**src/rtl/uart_tx_arbiter.sv**
```systemverilog
// uart_tx_arbiter
// Shares one UART transmitter (message + isNew/ready handshake) between
// NUM_REQ requesters. One request is captured in IDLE and launched with a
// single-cycle tx_isNew pulse. The arbiter then waits for the transmitter
// to go busy (tx_ready=0) and return ready (tx_ready=1) before the next grant.
//
// Build option:
//   UART_TX_ARB_RR_EN defined   : round-robin arbitration; after reset,
//                                 requester 0 has first priority.
//   UART_TX_ARB_RR_EN undefined : fixed priority, lowest index wins.
//
// Ports:
//   clock       in   single clock
//   reset       in   asynchronous, active-high reset
//   req_valid   in   [NUM_REQ] per-requester request, held until req_ack
//   req_msg     in   [NUM_REQ*MSG_W] flattened messages, requester i at
//                    [i*MSG_W +: MSG_W]
//   req_ack     out  [NUM_REQ] one-hot, one-cycle launch acknowledge
//   tx_ready    in   transmitter idle/ready
//   tx_isNew    out  one-cycle launch pulse to the transmitter
//   tx_message  out  [MSG_W] launched message, held until the next launch
//   grant_id    out  [ID_W] index of the last granted requester
//   busy        out  high whenever the arbiter is not in IDLE

module uart_tx_arbiter #(
  parameter int unsigned NUM_REQ = 4,
  parameter int unsigned MSG_W   = 20,
  parameter int unsigned ID_W    = $clog2(NUM_REQ)
) (
  input  logic                     clock,
  input  logic                     reset,
  input  logic [NUM_REQ-1:0]       req_valid,
  input  logic [NUM_REQ*MSG_W-1:0] req_msg,
  output logic [NUM_REQ-1:0]       req_ack,
  input  logic                     tx_ready,
  output logic                     tx_isNew,
  output logic [MSG_W-1:0]         tx_message,
  output logic [ID_W-1:0]          grant_id,
  output logic                     busy
);

  typedef enum logic [1:0] {
    ST_IDLE      = 2'd0,
    ST_LAUNCH    = 2'd1,
    ST_WAIT_BUSY = 2'd2,
    ST_WAIT_DONE = 2'd3
  } state_t;

  state_t               state_q;
  logic                 tx_isNew_q;
  logic [NUM_REQ-1:0]   req_ack_q;
  logic [MSG_W-1:0]     tx_message_q;
  logic [ID_W-1:0]      grant_id_q;
  logic                 busy_q;

  logic                 win_any_c;
  logic [ID_W-1:0]      win_id_c;
  logic [MSG_W-1:0]     win_msg_c;

  // Index of the lowest set bit; zero when the vector is empty.
  function automatic logic [ID_W-1:0] pick_lowest(input logic [NUM_REQ-1:0] vec);
    logic [ID_W-1:0] id;
    id = '0;
    for (int unsigned i = NUM_REQ; i > 0; i--) begin
      if (vec[i-1]) id = ID_W'(i - 1);
    end
    return id;
  endfunction

`ifdef UART_TX_ARB_RR_EN
  logic [ID_W-1:0]      last_q;
  logic [NUM_REQ-1:0]   hi_req_c;

  // Round robin: prefer requesters above the last grant, else wrap to the
  // lowest requester. last_q resets to NUM_REQ-1 so requester 0 leads.
  always_comb begin
    hi_req_c = '0;
    for (int unsigned i = 0; i < NUM_REQ; i++) begin
      hi_req_c[i] = req_valid[i] && (ID_W'(i) > last_q);
    end
    win_id_c = (|hi_req_c) ? pick_lowest(hi_req_c) : pick_lowest(req_valid);
  end

  always_ff @(posedge clock or posedge reset) begin
    if (reset) begin
      last_q <= ID_W'(NUM_REQ - 1);
    end else if (state_q == ST_IDLE && tx_ready && win_any_c) begin
      last_q <= win_id_c;
    end
  end
`else
  // Fixed priority: lowest index wins.
  always_comb begin
    win_id_c = pick_lowest(req_valid);
  end
`endif

  assign win_any_c = |req_valid;

  // Message mux for the selected requester.
  always_comb begin
    win_msg_c = '0;
    for (int unsigned i = 0; i < NUM_REQ; i++) begin
      if (ID_W'(i) == win_id_c) win_msg_c = req_msg[i*MSG_W +: MSG_W];
    end
  end

  // Control FSM with registered outputs.
  always_ff @(posedge clock or posedge reset) begin
    if (reset) begin
      state_q      <= ST_IDLE;
      tx_isNew_q   <= 1'b0;
      req_ack_q    <= '0;
      tx_message_q <= '0;
      grant_id_q   <= '0;
      busy_q       <= 1'b0;
    end else begin
      tx_isNew_q <= 1'b0;
      req_ack_q  <= '0;
      case (state_q)
        ST_IDLE: begin
          if (tx_ready && win_any_c) begin
            state_q      <= ST_LAUNCH;
            tx_isNew_q   <= 1'b1;
            req_ack_q    <= NUM_REQ'(1) << win_id_c;
            tx_message_q <= win_msg_c;
            grant_id_q   <= win_id_c;
            busy_q       <= 1'b1;
          end
        end
        ST_LAUNCH: begin
          state_q <= ST_WAIT_BUSY;
        end
        ST_WAIT_BUSY: begin
          // Transmitter must first report busy for this frame.
          if (!tx_ready) state_q <= ST_WAIT_DONE;
        end
        ST_WAIT_DONE: begin
          if (tx_ready) begin
            state_q <= ST_IDLE;
            busy_q  <= 1'b0;
          end
        end
        default: begin
          state_q <= ST_IDLE;
          busy_q  <= 1'b0;
        end
      endcase
    end
  end

  assign tx_isNew   = tx_isNew_q;
  assign req_ack    = req_ack_q;
  assign tx_message = tx_message_q;
  assign grant_id   = grant_id_q;
  assign busy       = busy_q;

endmodule

```
**config.mk**
```make
export PLATFORM = sky130hd
export DESIGN_NAME = uart_tx_arbiter
export DESIGN_NICKNAME = d
export VERILOG_FILES = /design/src/rtl/uart_tx_arbiter.sv
export SDC_FILE = /design/constraint.sdc
export NUM_CORES = 1
export LEC_CHECK = 0
export ABC_AREA = 1
export CORE_ASPECT_RATIO = 0.75
export CORE_MARGIN = 4
export CORE_UTILIZATION = 55
export CTS_CLUSTER_DIAMETER = 120
export DETAILED_ROUTE_END_ITERATION = 8
export DONT_BUFFER_PORTS = 1
export PLACE_DENSITY = 0.75
export REMOVE_ABC_BUFFERS = 1
export SLEW_MARGIN = 20
export SYNTH_ARGS = -nofsm -noshare
export SYNTH_HDL_FRONTEND = slang
export SYNTH_SLANG_ARGS = --single-unit
```
**constraint.sdc**
```tcl
create_clock -name clock -period 2.4 [get_ports clock]
set_input_delay 0.24 -clock clock [delete_from_list [all_inputs] [get_ports clock]]
set_output_delay 0.24 -clock clock [all_outputs]
set_load 0.01 [all_outputs]
```
---- After elaboration in Yosys (flattened, before gate mapping) ----
Cells that the tools add are included.
Widths: inputs -> output; s select.
storage, ports and cells
  flip-flop bits (word level) ............. 30
  bits of input ports ..................... 87
  output and inout bits ................... 28
  logic and storage cells ................. 43
operators by class
  equality and inequality tests ........... 9
  shifts and indexed selects .............. 1
  mux-type cells .......................... 19
  reduce and logical (&&, ||, !) cells .... 8
operators with widths
  cell                 number
  $mux 20              4
  $mux 2               7
  $mux 4               2
  $pmux 2 s4           1
  $ne 2x2->1 const B   3
  $reduce_and 3->1     2
  $eq 2x2->1 const A   2
  $eq 2x2->1 const B   2
  $logic_not 2->1      2
  $mux 1               4
  $reduce_or 4->1      1
  $shl 1x2->4 const A  1
  $eq 1x2->1 const A   1
  $eq 2x1->1 const B   1
  $pmux 1 s2           1
  $reduce_and 2->1     1
  $reduce_bool 2->1    1
  $logic_and 1x1->1    1

---- Longest topological paths before layout ----
  depth after elaboration ................. 9
  gate-level depth with buffers ........... 9
  mapped depth without buffers ............ 8

---- Worst setup path after synthesis ----
No wires, ideal clock.
  kind .................................... register -> register
  start point ............................. register state_q[0]
  end point ............................... register tx_message_q[10] (netlist: tx_message[10])
  library setup time ...................... 65 ps
  arrival ................................. 1272 ps
  required time ........................... 2335 ps
  slack ................................... 1063 ps
  stages on the path, launching flop included .. 9
  path buffers ............................ 2
  period minus slack after synthesis ...... 1337 ps
  cells stage by stage .................... dfrtp_1 inv_1 ha_1 nand3_1 buf_4 buf_6 nor3_1 nand2_1 nand2_1
between the ends
  cells in the longest elaborated chain, start to end .. 2
ends and longest elaborated chain
  what                               line  source
  start, declared                    49    state_t state_q;
  start signal, assigned             111   state_q <= ST_IDLE;
  start signal, assigned             123   state_q <= ST_LAUNCH;
  start signal, assigned             132   state_q <= ST_WAIT_BUSY;
  $logic_not 2->1                    120   case (state_q)
  $reduce_and 2->1 (no source line)  --
  end signal, assigned               126   tx_message_q <= win_msg_c;
  end, declared                      52    logic [MSG_W-1:0] tx_message_q;
No other way between the ends.
A chain may end at the register's enable or synchronous reset.

---- Worst setup path in the final report ----
  start point ............................. register state_q[0]
  end point ............................... register tx_message_q[16] (netlist: tx_message[16])
Same word-level chain as after synthesis.

==> impl_metrics.yaml <==
clock_tree:
  clk_pin_slew_ps: 60
  clock_sinks: 30
  htree_levels: 2
  cts_made_buffers: 5
  insertion_delay_ps: 280
  clockBufferDepth: 2
  cts-root-buf: "clkbuf_8"
  cts_tree: "yes"
  cts_resized: 0
detailed_routing:
  wl_per_cell_um: 14.6
  drc: 0
  drt_pass1_iterations: 4
  ant_nets: 0
  routed_wl_mm: 6.33
  vias: 2241
  viasPerCell: 5.18
  dr.first_iter.drc_count: 130
yosys:
  synth-seq-cells: 30
  synth_adder_area_share_pct: 2.17
  synthesis.area_um2: 2310
  ys.warnings.count: 0
  synth-compound-area-share_pct: 1.30
  synth_mux_area_share_pct: 0
  synth_top_family_by_area: "simple AND/OR/NAND/NOR gates"
  ys_seq_area_share_pct: 32.5
  synthXorXnorAreaFrac_pct: 0
  syn_inst: 382
  netlist-cell-type-count: 17
  synth-simple-area-share_pct: 47.6
  syn_area_per_cell_um2: 6.04
sta:
  layout_min_cycle_time_ps: 1680
  finalSetupTns_ps: 0
  finalCritPeriodShare_pct: 69.9
  relSlewSlack_pct: 65.1
  drv_slew: 0
  setup_viol: 0
  final_hold_viol_count: 0
  fmax_mhz: 596
  worst_slack_ps: 721
  finClkSkew_ps: 4.14
  tightest_slew_ps: 524
  rsz0062_at_grt: "no"
placed_design:
  dp_hpwl_mm: 4.65
  port_buffers: 0
  place_congestion: 0.817
  place_area_um2: 2360
  dp_cells: 424
  pre_cts_ws_ps: 706
global_routing:
  antenna_found_initial: 0
  grt_pass1_wl_mm: 10.7
  grt_pass1_vias: 2181
  grt-ovfl-total: 0
  grt_use_total_pct: 24.9
  grt_start_max_net_pins: 31
layout:
  nNetsFinal: 468
  multiInputGateArea_um2: 1190
  fillers: 420
  stdcell_count: 433
  antenna_cells: 0
  design_area_um2: 2460
  area_growth_pct: 6.61
  seqCellArea_um2: 751
  drive_gt1_share_pct: 8.73
  mostFrequentLayoutCells: "nand2_1 (118), inv_1 (69), nor2_1 (45)"
  final_common_cell: "nand2_1"
min_path:
  min_from: "req_valid[0]"
  whs_endpoint: "req_ack[1]"
  whs_path_depth: 1
  hold_class: "primary input to flop"
run_status:
  status: "finished clean"
floorplan:
  start_util_pct: 56.9
  rows: 20
  die_w_um: 82.8
  die-area_um2: 5310
  die_h_um: 64.1
  fp.coreArea_um2: 4050
  pin_count: 115
worst_setup_path:
  crit_arrival_ps: 1850
  cp_max_fo: 24
  crit_required_ps: 2570
  critPathKind: "flop to flop"
  end_kind: "flop"
  rr_worst_depth: 8
  startpoint_type: "flop"
  rr_startpoint: "state_q[0]"
  rrSetupSlack_ps: 720
  r2r-end: "tx_message[16]"
power_and_ir_drop:
  vdd_drop_max_mv: 0.443
  pwr_density_cell_nw_per_um2: 881
  p_leak_nw: 1.56
flow_run:
  maxCapViolCount: 0
[worst max path at each step]
stage	slack (ps)	startpoint	to	cells past startpoint
3_3_place_gp	770	state_q[0]	tx_message[3]	8
5_1_grt	520	state_q[0]	tx_message[0]	8
4_1_cts	690	state_q[0]	tx_message[16]	8
6_report	720	state_q[0]	tx_message[16]	8
3_5_place_dp	710	state_q[0]	tx_message[16]	8
2_1_floorplan	200	state_q[0]	tx_message[0]	6
[what timing repair did]
| action | 4_1_cts | 5_1_grt |
|---|---|---|
| endpoints found under the hold margin | 30 | 0 |
| hold buffers | 1 | 0 |
| endpoints found under the setup margin | 0 | 0 |
| buffers inserted | 0 | 0 |
[cell usage after synthesis (all sizes together)]
| cell type | count | area share, % |
|---|---|---|
| clkbuf | 8 | 1.3 |
| o21ai | 6 | 1.3 |
| nand3 | 42 | 9.1 |
| nand4 | 1 | 0.27 |
| ha | 4 | 2.2 |
| nand2 | 118 | 19 |
| buf | 15 | 3.7 |
| nor3 | 41 | 11 |
| inv | 70 | 11 |
| dfrtp | 30 | 33 |
| nor2 | 47 | 7.8 |
[stage by stage]
| step | hold slack, ps | total power, mW | util [%] |
|---|---|---|---|
| final | 35.3 | 2.17 | 60.7 |
| after global routing | 23.0 | 2.38 | 60.7 |
| after CTS | 26.9 | 2.19 | 60.7 |
| after detailed placement | 232 | 1.76 | 58.2 |
| after global placement | 234 | 1.73 | 58.2 |
| after floorplan | 313 | 1.53 | - |
[critical path, stage by stage, from the launching register on]
cell	delay [ps]
dfrtp_1	400
inv_1	110
ha_1	210
nand3_2	240
buf_4	310
nand2_1	90
inv_1	40
nor2_1	100
nand2_1	70
[registers in the layout, indices dropped and copies added, names as in the netlist]
signal / cells
busy: 1
tx_message: 20
grant_id: 2
tx_isNew: 1
state_q: 2
req_ack: 4
[kinds of logic (layout without fill, tap and decap cells)]
| logic type | after synthesis | count (layout) |
|---|---|---|
| AOI/OAI and AO/OA | 6 | 6 |
| adders and majority gates | 4 | 4 |
| buffers and inverters | 93 | 89 |
| DFF | 30 | 30 |
| and+or+nand+nor | 249 | 249 |
[power breakdown]
part	internal, mW	total (mW)	switching (mW)
logic	0.296	0.806	0.510
clock network	0.231	0.420	0.190
registers	0.704	0.942	0.238
total	1.23	2.17	0.937
[routing by layer]
layer / vias up / wire length [um] / track usage [%]
li1: 1140 / - / -
met1: 987 / 2560 / 30.9
met5: - / 0 / 0
met4: 0 / 65 / 6.53
met2: 109 / 2970 / 42.2
met3: 5 / 735 / 7.86
[layout make-up]
cell class              instances  share of cell area [%]
clock buffers                   7                    3.51
clock inverters                 1                   0.203
inverters                      70                    10.7
multi-input cells             259                    48.3
flip-flops and latches         30                    30.5
well taps                      55                    2.80
repair buffers                 11                    3.97
Note: power is estimated with default switching activity, not from simulation.
